<file path="config.mk">
export PLATFORM = sky130hd
export DESIGN_NAME = multiplier
export DESIGN_NICKNAME = d
export VERILOG_FILES = /design/src/rtl/multiplier_pkg.sv /design/src/rtl/multiplier.sv
export SDC_FILE = /design/constraint.sdc
export NUM_CORES = 1
export LEC_CHECK = 0
export CAP_MARGIN = 20
export CORE_ASPECT_RATIO = 0.7
export CORE_UTILIZATION = 55
export DETAILED_ROUTE_END_ITERATION = 7
export MAX_ROUTING_LAYER = met4
export PLACE_DENSITY = 0.79
export SETUP_SLACK_MARGIN = 0.05
export SLEW_MARGIN = 20
export SYNTH_ARGS = -nofsm -noshare
export SYNTH_HDL_FRONTEND = slang
export SYNTH_SLANG_ARGS = --single-unit
</file>
<file path="constraint.sdc">
create_clock -name i_clk -period 2.72 [get_ports i_clk]
set_clock_uncertainty 0.2 [all_clocks]
set_input_delay 0.544 -clock i_clk [delete_from_list [all_inputs] [get_ports i_clk]]
set_output_delay 0.544 -clock i_clk [all_outputs]
set_load 0.01 [all_outputs]
</file>
<file path="src/rtl/multiplier_pkg.sv">
// Shared constants and FSM encoding for the sequential shift-add multiplier.
// Latency: n/a (definitions only).
// Backpressure: n/a (definitions only).
package multiplier_pkg;

  // Default operand widths: multiplicand N bits, multiplier M bits (M = iteration count).
  localparam int DEFAULT_N = 8;
  localparam int DEFAULT_M = 4;

  // Controller states: waiting for operands, iterating over multiplier bits, presenting result.
  typedef enum logic [1:0] {
    IDLE = 2'd0,
    CALC = 2'd1,
    DONE = 2'd2
  } state_t;

endpackage : multiplier_pkg

</file>
<file path="src/rtl/multiplier.sv">
// Sequential unsigned shift-add multiplier, one multiplier bit per cycle, LSB first.
// Latency: o_result_valid pulses M+1 cycles after the accept edge; one op per M+2 cycles.
// Backpressure: o_mult_ready is low while busy; i_data_valid is ignored until it returns high.
module multiplier
  import multiplier_pkg::*;
#(
  parameter int N = DEFAULT_N,
  parameter int M = DEFAULT_M
) (
  input  logic           i_clk,
  input  logic           i_rst,
  input  logic           i_data_valid,
  input  logic [N-1:0]   i_mult1,
  input  logic [M-1:0]   i_mult2,
  output logic [N+M-1:0] o_result,
  output logic           o_result_valid,
  output logic           o_mult_ready
);

  localparam int W     = N + M;
  // One spare bit so the counter can represent M itself without wrapping.
  localparam int CNT_W = $clog2(M) + 1;
  localparam logic [CNT_W-1:0] LAST_CNT = CNT_W'(M - 1);

  state_t           state_q, state_d;
  logic [CNT_W-1:0] cnt_q, cnt_d;
  // Multiplicand is kept pre-widened and shifted left each cycle, so bit k of the
  // multiplier always lines up with the multiplicand shifted by k.
  logic [W-1:0]     mcand_q, mcand_d;
  // Multiplier shifts right each cycle; bit 0 is always the bit under consideration.
  logic [M-1:0]     mplier_q, mplier_d;
  logic [W-1:0]     acc_q, acc_d;
  logic [W-1:0]     result_d;
  logic             valid_d;
  logic             ready_d;
  logic [W-1:0]     addend;
  logic [W-1:0]     sum;

  // Single accumulator adder: add the aligned multiplicand only when the current bit is set.
  always_comb begin
    addend = mplier_q[0] ? mcand_q : '0;
    sum    = acc_q + addend;
  end

  // Next-state and next-output logic; every output is registered below.
  always_comb begin
    state_d  = state_q;
    cnt_d    = cnt_q;
    mcand_d  = mcand_q;
    mplier_d = mplier_q;
    acc_d    = acc_q;
    result_d = o_result;
    valid_d  = 1'b0;
    ready_d  = o_mult_ready;

    case (state_q)
      IDLE: begin
        ready_d = 1'b1;
        if (i_data_valid && o_mult_ready) begin
          mcand_d  = {{M{1'b0}}, i_mult1};
          mplier_d = i_mult2;
          acc_d    = '0;
          cnt_d    = '0;
          ready_d  = 1'b0;
          state_d  = CALC;
        end
      end

      CALC: begin
        ready_d  = 1'b0;
        acc_d    = sum;
        mcand_d  = mcand_q << 1;
        mplier_d = mplier_q >> 1;
        cnt_d    = cnt_q + 1'b1;
        // Last bit processed: publish the product directly from the adder output.
        if (cnt_q == LAST_CNT) begin
          result_d = sum;
          valid_d  = 1'b1;
          state_d  = DONE;
        end
      end

      DONE: begin
        // Ready rises on the way back to IDLE, so DONE itself still reports busy.
        ready_d = 1'b1;
        state_d = IDLE;
      end

      default: begin
        ready_d = 1'b1;
        state_d = IDLE;
      end
    endcase
  end

  // State, datapath and output registers with synchronous reset.
  always_ff @(posedge i_clk) begin
    if (i_rst) begin
      state_q        <= IDLE;
      cnt_q          <= '0;
      mcand_q        <= '0;
      mplier_q       <= '0;
      acc_q          <= '0;
      o_result       <= '0;
      o_result_valid <= 1'b0;
      o_mult_ready   <= 1'b1;
    end else begin
      state_q        <= state_d;
      cnt_q          <= cnt_d;
      mcand_q        <= mcand_d;
      mplier_q       <= mplier_d;
      acc_q          <= acc_d;
      o_result       <= result_d;
      o_result_valid <= valid_d;
      o_mult_ready   <= ready_d;
    end
  end

endmodule : multiplier

</file>
==> Word level (Yosys, flattened, before mapping) <==
Cells that the tools add are included.
{ "totals": {"regBits": 47, "input_bits": 15, "out_inout_bits": 14, "wordCells": 37} }
{ "classes": {"n_addsub": 2, "n_eq_ne": 4, "n_mux": 15, "n_bitwise": 1, "n_reduce_logical": 7} }
{ "op_table": {"columns": ["op", "n"], "rows": [
  ["12-bit case mux with 2 select lines", 2],
  ["12-bit two-way mux", 3],
  ["12-bit adder", 1],
  ["4-bit case mux with 2 select lines", 1],
  ["3-bit case mux with 2 select lines", 1],
  ["2-bit AND reduction", 3],
  ["2-bit two-way mux", 2],
  ["4-bit two-way mux", 1],
  ["2-bit != test, second input constant", 2],
  ["2-bit case mux with 2 select lines", 1],
  ["3-bit by 1-bit adder with 3-bit output, second input constant", 1],
  ["3-bit by 2-bit equality test with 1-bit output, second input constant", 1],
  ["3-bit two-way mux", 1],
  ["2-bit by 1-bit equality test with 1-bit output, second input constant", 1],
  ["2-bit logical NOT", 1],
  ["1-bit two-way mux", 2],
  ["1-bit case mux with 2 select lines", 1],
  ["2-bit nonzero test", 1],
  ["2-bit OR reduction", 1],
  ["1-bit logical AND", 1],
  ["1-bit inverter", 1]
]} }

==> Longest topological paths before layout <==
{ "depth": {"depth_word": 3, "depth_mapped": 10, "depth_no_buf": 9} }

==> Least setup slack after synthesis <==
OpenSTA, ideal clock, no wires.
{ "synth_timing": {"path_kind": "reg2reg", "start": "register mplier_q[0]", "end": "register acc_q[8]", "setup_time_ps": 106, "arrival_time_ps": 2080, "required_ps": 2414, "path_slack_ps": 334, "stages_incl_launch_ff": 11, "n_path_buf": 1, "synth_period_minus_slack_ps": 2386, "cell_sequence": "dfxtp_1 clkbuf_1 and2_1 ha_1 inv_1 fa_1 nor2b_1 o31a_2 o21bai_1 and2_1 o311ai_0"} }
{ "synth_via": {"elab_chain_len": 3} }
{ "synth_rtl": {"columns": ["element", "line", "rtl"], "rows": [
  ["from (decl)", "multiplier.sv:31", "logic [M-1:0] mplier_q, mplier_d;"],
  ["from (signal assigned)", "multiplier.sv:111", "mplier_q <= mplier_d;"],
  ["12-bit two-way mux", "multiplier.sv:41", "addend = mplier_q[0] ? mcand_q : '0;"],
  ["12-bit adder", "multiplier.sv:42", "sum = acc_q + addend;"],
  ["12-bit case mux with 2 select lines", "multiplier.sv:56", "case (state_q)"],
  ["to (signal assigned)", "multiplier.sv:103", "acc_q <= '0;"],
  ["to (signal assigned)", "multiplier.sv:112", "acc_q <= acc_d;"],
  ["to (decl)", "multiplier.sv:32", "logic [W-1:0] acc_q, acc_d;"]
]} }
No other way between the ends.
A chain may end at the register's enable or synchronous reset.

==> Worst setup path after layout <==
Same ends and word-level chain as after synthesis.

==> flow_summary.json <==
{
  "yosys_warnings": 0,
  "path_class": "register to register",
  "avgViaCountPerCell": 5.99,
  "die_h_microns": 58.1,
  "synth_edf_count": 0,
  "clk_pin_slew_worst_paths_ns": 0.09,
  "synth_fp_nets": 328,
  "wirelength_mm": 5.63,
  "drive_gt1_frac": 0.0741,
  "reg2reg_depth": 9,
  "ios": 29,
  "dpl.cell_count": 369,
  "rows": 19,
  "startpoint_type": "register",
  "clock.fmax_mhz": 410,
  "status": "complete, no violations",
  "dieArea_sq_um": 4760,
  "clock_sinks": 47,
  "ctsHoldBuffers": 0,
  "drt_iter0_drc": 147,
  "worst-path-max-fanout": 13,
  "maxSlewViolCount": 0,
  "finalPower_mw": 1.40,
  "grt_antenna_before_repair": 0,
  "first_pass_iters": 4,
  "worst_pin_slew_ns": 0.681,
  "cts_tree": "built",
  "ant_nets": 0,
  "syn_to_final_growth_pct": 17.5,
  "wl_per_cell_microns": 15.0,
  "power.density_nw_per_um2": 482,
  "ys.flop_type": "dfxtp_1",
  "rsz0062_at_grt": "false",
  "post-cts-setup-buffers": 0,
  "die_x_microns": 82.1,
  "cap_violations": 0,
  "drcViolationCount": 0,
  "tns_ns": 0,
  "finalCritPeriodShare": 0.896,
  "holdCritPathClass": "register to register",
  "endpoint_kind": "register",
  "switching_share": 0.246,
  "design.core.area_sq_um": 4110,
  "dpl.hpwl_mm": 4.14,
  "grt_pass1_vias": 1902,
  "cts_buffers": 5,
  "power.switching_mw": 0.344,
  "synth_area_per_cell_sq_um": 8.26,
  "r2r_end": "acc_q[8]",
  "ys_seq_area_frac": 0.381,
  "hp-start": "o_result[5]",
  "pwr-share-comb": 0.119,
  "crit_start": "mplier_q[0]",
  "clock_latency_ns": 0.31,
  "num_vias": 2254,
  "power_frac_clock": 0.355,
  "initial_utilization": 0.600,
  "cts_root_buf": "clkbuf_8",
  "grt_pass1_wl_mm": 9.00,
  "critPathCapture": "acc_q[8]",
  "leakage_nw": 1.14,
  "final_core_util": 0.705,
  "htree_num_levels": 2,
  "grt_util_all_layers": 0.260,
  "cts_buffer_depth": 2,
  "synth.ff_latch_count": 47,
  "internal_power_mw": 1.05,
  "seqPwrFrac": 0.526,
  "rr_startpoint": "mplier_q[0]",
  "nNetsFinal": 353,
  "synth.cell_area_sq_um": 2470,
  "hold_viol": 0,
  "fin_cells": 376,
  "grt_max_degree": 46,
  "slew_headroom": 0.546,
  "antenna_cells": 0,
  "grt-ovfl-total": 0,
  "ir_worst_vdd_mv": 0.419,
  "numPortBuffers": 28,
  "required_ns": 2.72,
  "cp.arrival_ns": 2.44,
  "synth_cell_types": 47,
  "setup_violations": 0,
  "r2r_setup_slack_ns": 0.28,
  "async_flop_share": 0,
  "postSynthCellCount": 299,
  "min_period_ns": 2.44,
  "globalplace.congestion": 0.937
}
cell type report:
cell class                      count  area (sq um)
Tap cell                           52          65.1
Clock inverter                      1          30.0
Timing Repair Buffer               36           335
Multi-Input combinational cell    229          1440
Clock buffer                        6          72.6
Inverter                            5          18.8
Sequential cell                    47           942
Fill cell                         359          1210
critical path, cell delays in order (launching register included):
cell	delay [ns]
dfxtp_2	0.42
and2_1	0.16
ha_1	0.15
inv_1	0.05
fa_1	0.39
nor2b_1	0.17
o31a_2	0.18
o21bai_1	0.12
and2_1	0.18
o311ai_0	0.31
power by group through the flow:
stage	registers, mW	logic (mW)	clock network, mW
3_5_place_dp	0.751	0.165	0
2_1_floorplan	0.743	0.113	0
4_1_cts	0.734	0.166	0.506
5_1_grt	0.739	0.184	0.541
6_report	0.735	0.166	0.496
3_3_place_gp	0.750	0.162	0
placed cells by master (no fill, tap or decap), types with 4 or more instances in the layout:
cell             instances
o311ai_0                 4
nor2_1                  37
a21oi_1                 16
ha_1                    13
clkbuf_8                 5
nand3b_1                 9
or3_1                    4
a311oi_1                10
a21o_1                   4
nand2_1                 34
and2_1                  12
dfxtp_1                 46
nand4_1                  4
a22oi_1                  9
buf_4                    8
nand3_1                  7
o21ai_0                 11
inv_1                    5
clkdlybuf4s50_1         27
nand2b_1                 4
nor3_1                   7
repair_timing:
action                                  in CTS  in global routing
endpoints found under the setup margin       0                  2
endpoints found under the hold margin        0                  0
gates resized for setup                      0                  1
worst min-delay path by stage:
stage,cells after the start,to
floorplan,1,cnt_q[0]
global placement,2,o_result[5]
detailed placement,2,o_result[5]
CTS,2,o_result[5]
global route,2,o_result[6]
finish,2,o_result[5]
cell families (layout without fill, tap and decap cells):
logic type                 after synthesis  after routing  share of synthesized area
adders and majority gates               14             14                     0.0740
and+or+nand+nor                        132            132                      0.265
AOI/OAI and AO/OA                       78             78                      0.225
xor gates and xnor gates                 4              4                     0.0142
muxes                                    1              1                    0.00405
buffers and inverters                   23             48                     0.0370
DFF                                     47             47                      0.381
metrics by stage:
step,cell area [sq um],worst slack [ns],hold slack [ns]
after floorplan,2470,0.334,0.244
after global placement,2800,0.295,0.238
after detailed placement,2800,0.200,0.243
after CTS,2900,0.167,0.255
after global routing,2900,0.107,0.289
final,2900,0.283,0.255
cells in the mapped netlist (all sizes together), types with 5 or more instances:
cell type	count	area share
clkbuf	14	0.021
a21o	5	0.016
dfxtp	47	0.38
nor3	7	0.014
nand2	35	0.054
ha	13	0.066
a21oi	17	0.036
a311oi	10	0.035
o311ai	6	0.021
o21ai	12	0.024
inv	5	0.0076
a22oi	9	0.027
and2	12	0.030
nor2	37	0.056
nand3b	9	0.027
nand3	7	0.014
flip-flops by register name, summed over array words and instances, names as in the netlist:
register        flops
acc_q              12
o_result_valid      1
mplier_q            4
cnt_q               3
o_result           12
state_q             2
mcand_q            12
o_mult_ready        1
layer usage:
layer | vias up | routed length, microns | GRT usage
met4 | 0 | 46 | 0.0677
met1 | 1051 | 2840 | 0.376
li1 | 1139 | - | -
met2 | 60 | 2430 | 0.362
met3 | 4 | 319 | 0.0567
met5 | - | 0 | -
Note: power is estimated with default switching activity, not from simulation.
